$ cat config.mk
export PLATFORM = sky130hd
export DESIGN_NAME = rom_ram_copier
export DESIGN_NICKNAME = d
export VERILOG_FILES = /design/src/rtl/rom_ram_copier_pkg.sv /design/src/rtl/rom_ram_copier_rom.sv /design/src/rtl/rom_ram_copier.sv
export SDC_FILE = /design/constraint.sdc
export NUM_CORES = 1
export LEC_CHECK = 0
export ABC_AREA = 1
export CAP_MARGIN = 10
export CORE_MARGIN = 4
export CORE_UTILIZATION = 31
export DETAILED_ROUTE_END_ITERATION = 16
export GPL_TIMING_DRIVEN = 0
export PLACE_DENSITY_LB_ADDON = 0.15
export SKIP_CTS_REPAIR_TIMING = 1
export SLEW_MARGIN = 5
export SYNTH_ARGS = -nofsm -noshare
export SYNTH_HDL_FRONTEND = slang
export SYNTH_SLANG_ARGS = --single-unit
$ cat constraint.sdc
create_clock -name clk -period 1.77 [get_ports clk]
set_clock_uncertainty 0.05 [all_clocks]
set_input_delay 0.354 -clock clk [delete_from_list [all_inputs] [get_ports clk]]
set_output_delay 0.354 -clock clk [all_outputs]
set_load 0.05 [all_outputs]
$ cat src/rtl/rom_ram_copier_pkg.sv
// Shared types and constants for the ROM-to-RAM copier.
// rom_word() defines the ROM image; callers truncate to their word width.
package rom_ram_copier_pkg;

    typedef enum logic [1:0] {
        IDLE,
        COPY,
        DRAIN,
        DONE
    } state_t;

    localparam int DEF_DATA_WIDTH = 4;
    localparam int DEF_ADDR_WIDTH = 4;
    localparam int DEF_DEPTH      = 16;

    // Result is (3*i+1); truncation to DATA_WIDTH bits gives the mod.
    function automatic int unsigned rom_word(input int unsigned i);
        return 3 * i + 1;
    endfunction

endpackage

$ cat src/rtl/rom_ram_copier_rom.sv
// rom_image: synchronous-read ROM holding rom_word(addr).
// One cycle from i_addr to o_data.
module rom_image
    import rom_ram_copier_pkg::*;
#(
    parameter int DATA_WIDTH = DEF_DATA_WIDTH,
    parameter int ADDR_WIDTH = DEF_ADDR_WIDTH
) (
    input  logic                  clk,
    input  logic                  rst_n,
    input  logic [ADDR_WIDTH-1:0] i_addr,
    output logic [DATA_WIDTH-1:0] o_data
);

    logic [DATA_WIDTH-1:0] w_word;

    assign w_word = DATA_WIDTH'(rom_word(32'(i_addr)));

    always_ff @(posedge clk or negedge rst_n) begin
        if (!rst_n) begin
            o_data <= '0;
        end else begin
            o_data <= w_word;
        end
    end

endmodule

$ cat src/rtl/rom_ram_copier.sv
// Copies the rom_image contents into an inline RAM and serves host reads.
// Optional feature macro: COPY_CHECKSUM_EN (adds XOR checksum output).
module rom_ram_copier
    import rom_ram_copier_pkg::*;
#(
    parameter int DATA_WIDTH = DEF_DATA_WIDTH,
    parameter int ADDR_WIDTH = DEF_ADDR_WIDTH,
    parameter int DEPTH      = DEF_DEPTH
) (
    input  logic                  clk,
    input  logic                  rst_n,
    input  logic                  start,
    output logic                  busy,
    output logic                  done,
    input  logic                  rd_en,
    input  logic [ADDR_WIDTH-1:0] rd_addr,
    output logic [DATA_WIDTH-1:0] rd_data,
`ifdef COPY_CHECKSUM_EN
    output logic [DATA_WIDTH-1:0] checksum,
`endif
    output logic                  rd_valid
);

    localparam logic [ADDR_WIDTH:0]   LP_DEPTH = (ADDR_WIDTH+1)'(DEPTH);
    localparam logic [ADDR_WIDTH-1:0] LP_LAST  = ADDR_WIDTH'(DEPTH - 1);

    state_t                r_state;
    state_t                w_next;
    logic                  w_accept;
    logic [ADDR_WIDTH-1:0] r_addr;
    logic                  r_wr_en;
    logic [ADDR_WIDTH-1:0] r_wr_addr;
    logic [DATA_WIDTH-1:0] w_rom_data;
    logic [DATA_WIDTH-1:0] r_ram [2**ADDR_WIDTH];
    logic [DATA_WIDTH-1:0] r_rd_data;
    logic                  r_rd_valid;
    logic                  w_rd_ok;
    logic                  w_oob;

    rom_image #(
        .DATA_WIDTH (DATA_WIDTH),
        .ADDR_WIDTH (ADDR_WIDTH)
    ) u_rom (
        .clk    (clk),
        .rst_n  (rst_n),
        .i_addr (r_addr),
        .o_data (w_rom_data)
    );

    always_comb begin
        w_next   = r_state;
        w_accept = 1'b0;
        case (r_state)
            IDLE, DONE: begin
                if (start) begin
                    w_accept = 1'b1;
                    w_next   = COPY;
                end
            end
            COPY:    if (r_addr == LP_LAST) w_next = DRAIN;
            DRAIN:   w_next = DONE;
            default: w_next = IDLE;
        endcase
    end

    always_ff @(posedge clk or negedge rst_n) begin
        if (!rst_n) begin
            r_state <= IDLE;
        end else begin
            r_state <= w_next;
        end
    end

    assign busy = (r_state == COPY) || (r_state == DRAIN);
    assign done = (r_state == DONE);

    // ROM data lags the issued address by one cycle, so delay the address.
    always_ff @(posedge clk or negedge rst_n) begin
        if (!rst_n) begin
            r_addr    <= '0;
            r_wr_en   <= 1'b0;
            r_wr_addr <= '0;
        end else begin
            if (w_accept) begin
                r_addr <= '0;
            end else if (r_state == COPY) begin
                r_addr <= r_addr + 1'b1;
            end
            r_wr_en   <= (r_state == COPY);
            r_wr_addr <= r_addr;
        end
    end

    always_ff @(posedge clk) begin
        if (r_wr_en) begin
            r_ram[r_wr_addr] <= w_rom_data;
        end
    end

    assign w_rd_ok = rd_en && !busy;
    assign w_oob   = ({1'b0, rd_addr} >= LP_DEPTH);

    always_ff @(posedge clk or negedge rst_n) begin
        if (!rst_n) begin
            r_rd_valid <= 1'b0;
            r_rd_data  <= '0;
        end else begin
            r_rd_valid <= w_rd_ok;
            if (w_rd_ok) begin
                r_rd_data <= w_oob ? '0 : r_ram[rd_addr];
            end
        end
    end

    assign rd_valid = r_rd_valid;
    assign rd_data  = r_rd_data;

`ifdef COPY_CHECKSUM_EN
    logic [DATA_WIDTH-1:0] r_checksum;

    always_ff @(posedge clk or negedge rst_n) begin
        if (!rst_n) begin
            r_checksum <= '0;
        end else if (w_accept) begin
            r_checksum <= '0;
        end else if (r_wr_en) begin
            r_checksum <= r_checksum ^ w_rom_data;
        end
    end

    assign checksum = r_checksum;
`endif

endmodule

After elaboration in Yosys (flattened, before gate mapping)
Memory sizes are Yosys's and may differ from the RTL's. A register that Yosys moved wholly into a read port is not among the register bits.
Index checks and enable logic that the tools add are counted.
{"block": "word_totals", "reg_bits": 16, "ramBits": 64, "input_bits": 8, "wordCells": 33, "n_memories": 1}
{"block": "classes", "n_addsub": 2, "multipliers": 1, "eq_ne": 6, "muxes": 9, "reduce_logical": 8}
{"memory": "r_ram", "depth": 16, "width": 4, "rd": 1, "rd_ports_with_merged_regs": 1, "wr": 1, "line_no": "rom_ram_copier.sv:34", "text": "logic [DATA_WIDTH-1:0] r_ram [2**ADDR_WIDTH];"}
{"cell": "$add 4x1->4 const B", "n": 2}
{"cell": "$mux 4", "n": 2}
{"cell": "$pmux 2 s3", "n": 1}
{"cell": "$eq 2x2->1 const B", "n": 2}
{"cell": "$eq 4x4->1 const B", "n": 1}
{"cell": "$mul 2x4->4 const A", "n": 1}
{"cell": "$mux 1", "n": 4}
{"cell": "$mux 2", "n": 2}
{"cell": "$ne 2x2->1 const B", "n": 2}
{"cell": "$eq 2x1->1 const B", "n": 1}
{"cell": "$logic_not 1->1", "n": 2}
{"cell": "$logic_not 2->1", "n": 1}
{"cell": "$reduce_and 2->1", "n": 1}
{"cell": "$reduce_bool 2->1", "n": 1}
{"cell": "$reduce_or 2->1", "n": 1}
{"cell": "$logic_and 1x1->1", "n": 1}
{"cell": "$logic_or 1x1->1", "n": 1}

Logic depth before layout (Yosys ltp)
{"block": "depth", "depth_word": 4, "mapped_depth": 11}

Hierarchy
Synthesis repeated with hierarchy kept, for this count alone.
{"block": "unflattened", "hier_cells": 320, "area_unflattened_um2": 3594.7}
{"mod": "rom_ram_copier", "n_inst": 1, "cells_per_inst": 301, "area_each_um2": 3407.0, "seq_area_each_um2": 2322.2}
{"mod": "rom_image", "n_inst": 1, "cells_per_inst": 19, "area_each_um2": 187.7, "seq_area_each_um2": 100.1}

Worst setup path before layout
Ideal clock, no wire load.
{"block": "synth_path", "path_kind": "flip-flop to flip-flop", "from": "register r_state[0]", "to": "register r_state[0]", "setup_time_ps": 134, "t_arrival_ps": 1416, "required_time_ps": 1586, "path_slack_ps": 170, "stages_incl_launch_ff": 6, "n_path_buf": 0, "cell_sequence": "dfrtp_1 ha_1 inv_1 o21ai_0 nand2_1 o21ai_0"}
{"block": "synth_via", "elab_chain_len": 4}
{"element": "start, declared", "line_no": "rom_ram_copier.sv:27", "text": "state_t r_state;"}
{"element": "start signal, assigned", "line_no": "rom_ram_copier.sv:70", "text": "r_state <= w_next;"}
{"element": "$eq 2x2->1 or $logic_not 2->1 (tied branches)", "line_no": "rom_ram_copier.sv:53", "text": "case (r_state)"}
{"element": "$reduce_or 2->1", "line_no": "rom_ram_copier.sv:53"}
{"element": "$ne 2x2->1 (no line)"}
{"element": "$reduce_and 2->1 (no line)"}
Parallel ways exist; a longest one is shown, timed or not.
A chain may end at the register's enable or synchronous reset.

Worst setup path in the final report
{"block": "layout_path", "from": "register r_state[1]", "to": "output busy"}
{"block": "layout_via", "elab_chain_len": 2}
{"element": "$eq 2x1->1 or $eq 2x2->1 (tied branches)", "line_no": "rom_ram_copier.sv:74", "text": "assign busy = (r_state == COPY) || (r_state == DRAIN);"}
{"element": "$logic_or 1x1->1 *", "line_no": "rom_ram_copier.sv:74"}
{"element": "end, declared", "line_no": "rom_ram_copier.sv:13", "text": "output logic busy,"}
Every way passes the cells marked *; elsewhere a longest branch is shown, timed or not.

==> flow_summary_export.csv <==
group,metric,value,unit
cells_and_area,final_common_cell,"nand2_1",
drt,vias,2192,
timing,period_share,97.59,%
die,die-area,13300,um^2
drt,drc_errors,0,
yosys,synth_area,3572,um^2
die,die_w,115.3,um
global_route,gr-total-overflow,0,
global_route,grt_max_degree,21,
die,die_y,115.3,um
pwr,p_comb_share,21.9,%
cells_and_area,mostFrequentLayoutCells,"nand2_1 (101), edfxtp_1 (64), nand3_1 (50), nor2_1 (22), dfrtp_1 (20)",
place,placed_cell_area,3857,um^2
timing,hold_violations,0,
worst_setup_path,rrSetupSlack,0.32,ns
run,drv_cap,0,
worst_hold_path,whs_path_depth,0,
worst_setup_path,reg2reg_depth,4,
yosys,synth_compound_area_share,1.226,%
clocking,clk_pin_slew_worst_paths,0.07,ns
die,rows,38,
cells_and_area,fin_nets,351,
pwr,power.share.clock,29.2,%
timing,rsz0062_at_grt,"true",
drt,wirelength,7.631,mm
global_route,antenna_found_initial,0,
clocking,clk_latency,0.33,ns
timing,tns,0,ns
cells_and_area,final_area,4168,um^2
place,hpwlAfterDp,5.399,mm
timing,fmax,578.9,MHz
worst_setup_path,cp-start-kind,"flop",
worst_setup_path,worstSetupPathType,"reg -> out",
place,place_congestion,0.7913,
timing,slew_headroom,38.82,%
yosys,yosys_warnings,0,
cells_and_area,utilization,37.62,%
yosys,synth-adder-area-share,3.363,%
worst_setup_path,endpoint_kind,"output port",
timing,setup_slack,0.04273,ns
timing,drv_slew,0,
yosys,synth.avg_cell_area,11.45,um^2
global_route,first_global_vias,2266,
worst_setup_path,reg2reg_from,"r_state[0]$_DFFE_PN0P_",
yosys,ys_seq_area_share,67.81,%
yosys,synth_cells,312,
timing,period_minus_slack,1.727,ns
cells_and_area,syn2layout_area_growth,16.67,%
pwr,p_int,4101,uW
clocking,clock_sinks,84,
worst_hold_path,min_path_type,"reg -> reg",
timing,worst_pin_slew,0.9148,ns
clocking,root_buffer,"clkbuf_16",
drt,drt_pass1_iterations,4,
pwr,switching_share,34.10,%
die,core,11080,um^2
drt,antenna_left,0,
worst_hold_path,worstHoldEndpoint,"r_wr_addr[2]$_DFF_PN0_",
clocking,h-tree-depth,3,
pwr,p_sw,2123,uW
pwr,seqPwrFrac,48.9,%
worst_setup_path,startpoint,"r_state[1]$_DFFE_PN0P_",
pwr,p_leak,0.001710,uW
worst_setup_path,required,1.37,ns
drt,post_drt_wl_per_cell,15.93,um
worst_setup_path,worstPathArrival,1.32,ns
yosys,synth_xor_area_share,0.4904,%
yosys,synth_top_family_by_area,"simple AND/OR/NAND/NOR gates",
yosys,muxShareOfSynthArea,0,%
pwr,p_per_area,1493,nW/um^2
pwr,max-vdd-ir-drop,0.6666,mV
place,io_buffer_count,11,
cells_and_area,drive_gt1_share,12.39,%
status,status,"complete, no violations",
die,start_util,32.25,%
clocking,clockBufferDepth,2,
drt,drt-vias-per-instance,4.576,
yosys,ys_types,20,
worst_hold_path,hold_path.startpoint,"r_addr[2]$_DFFE_PN0P_",
clocking,cts_tree,"yes",
yosys,ys_seq_elements,84,
clocking,numCtsBuffers,9,
die,design.portCount,15,
worst_setup_path,rr_endpoint,"r_state[0]$_DFFE_PN0P_",
drt,drt_iter0_markers,92,
yosys,synth_simple_gate_area_share,21.68,%
worst_setup_path,crit_fanout,5,
timing,setup_viol,0,
global_route,grt_pass1_wl,12.41,mm
global_route,grt_use_total,12.82,%
place,pre_cts_ws,-0.2980,ns
yosys,synth.net_count,329,
cells_and_area,diodes,0,
registers in the layout (all words and copies together) (netlist names):
signal        cells
rd_valid          1
r_state           2
u_rom.o_data      4
r_addr            4
r_ram            64
r_wr_addr         4
r_wr_en           1
rd_data           4
synthesized netlist by cell type:
master / count / area, um^2
nand2_2: 10 / 62.56
a221oi_1: 1 / 8.760
edfxtp_1: 64 / 1922
a21oi_1: 2 / 10.01
dfrtp_1: 20 / 500.5
o21ai_0: 5 / 25.02
inv_8: 1 / 11.26
clkbuf_8: 2 / 27.53
fa_1: 1 / 20.02
nand2_1: 101 / 379.1
nand3_1: 50 / 250.2
buf_12: 1 / 20.02
buf_6: 6 / 67.56
xnor2_1: 2 / 17.52
inv_1: 13 / 48.80
buf_4: 1 / 7.510
nor2_1: 22 / 82.58
ha_1: 8 / 100.1
inv_4: 1 / 6.260
buf_2: 1 / 5.000
worst max-delay path: stages, from the launching register on:
cell and delay [ns]:
dfrtp_1 0.39, inv_1 0.12, ha_4 0.22, inv_1 0.07, buf_4 0.19
how the worst max path moves through the flow:
stage / end / slack, ns / cells past startpoint
after floorplan: r_state[0]$_DFFE_PN0P_ / 0.17 / 5
after detailed placement: busy / -0.30 / 3
after global placement: busy / -0.30 / 3
after global routing: busy / -0.05 / 4
final: busy / 0.04 / 4
after CTS: busy / -0.67 / 3
stage by stage:
step                hold WS (ns)  instances  total power [uW]
floorplan               0.008409        312              3879
global route              0.4028        479              6603
finish                    0.3883        479              6224
CTS                       0.3912        479              6292
detailed placement        0.3762        463              4481
global placement          0.3711        463              4457
power by group through the flow:
stage / clock network, uW / logic, uW / registers (uW)
after CTS: 1850 / 1380 / 3060
after global placement: 0 / 1360 / 3100
after floorplan: 0 / 799 / 3080
after detailed placement: 0 / 1380 / 3100
final: 1820 / 1360 / 3040
after global routing: 1960 / 1520 / 3120
per-layer routing:
layer / up-vias / GRT usage [%] / share of wire, %
met4: 0 / 4.773 / 1.9
li1: 1098 / - / -
met1: 1055 / 17.03 / 47
met3: 12 / 3.211 / 2.8
met2: 27 / 20.33 / 49
met5: - / 0 / 0
logic make-up after synthesis:
| logic type | after synthesis |
|---|---|
| adder cells (fa/ha/maj) | 9 |
| buffers and inverters | 26 |
| AO/OA/AOI/OAI | 8 |
| flip-flops | 84 |
| AND/OR/NAND/NOR | 183 |
| XOR/XNOR | 2 |
area by class of cell:
cell class                      count  area, um^2
Buffer                             11       127.6
Clock buffer                       10       239.0
Clock inverter                      6       53.80
Fill cell                        1093        6910
Inverter                           15       66.31
Multi-Input combinational cell    202       968.4
Sequential cell                    84        2422
Tap cell                          140       175.2
Timing Repair Buffer               11       115.1
(Power assumes the default switching activity.)
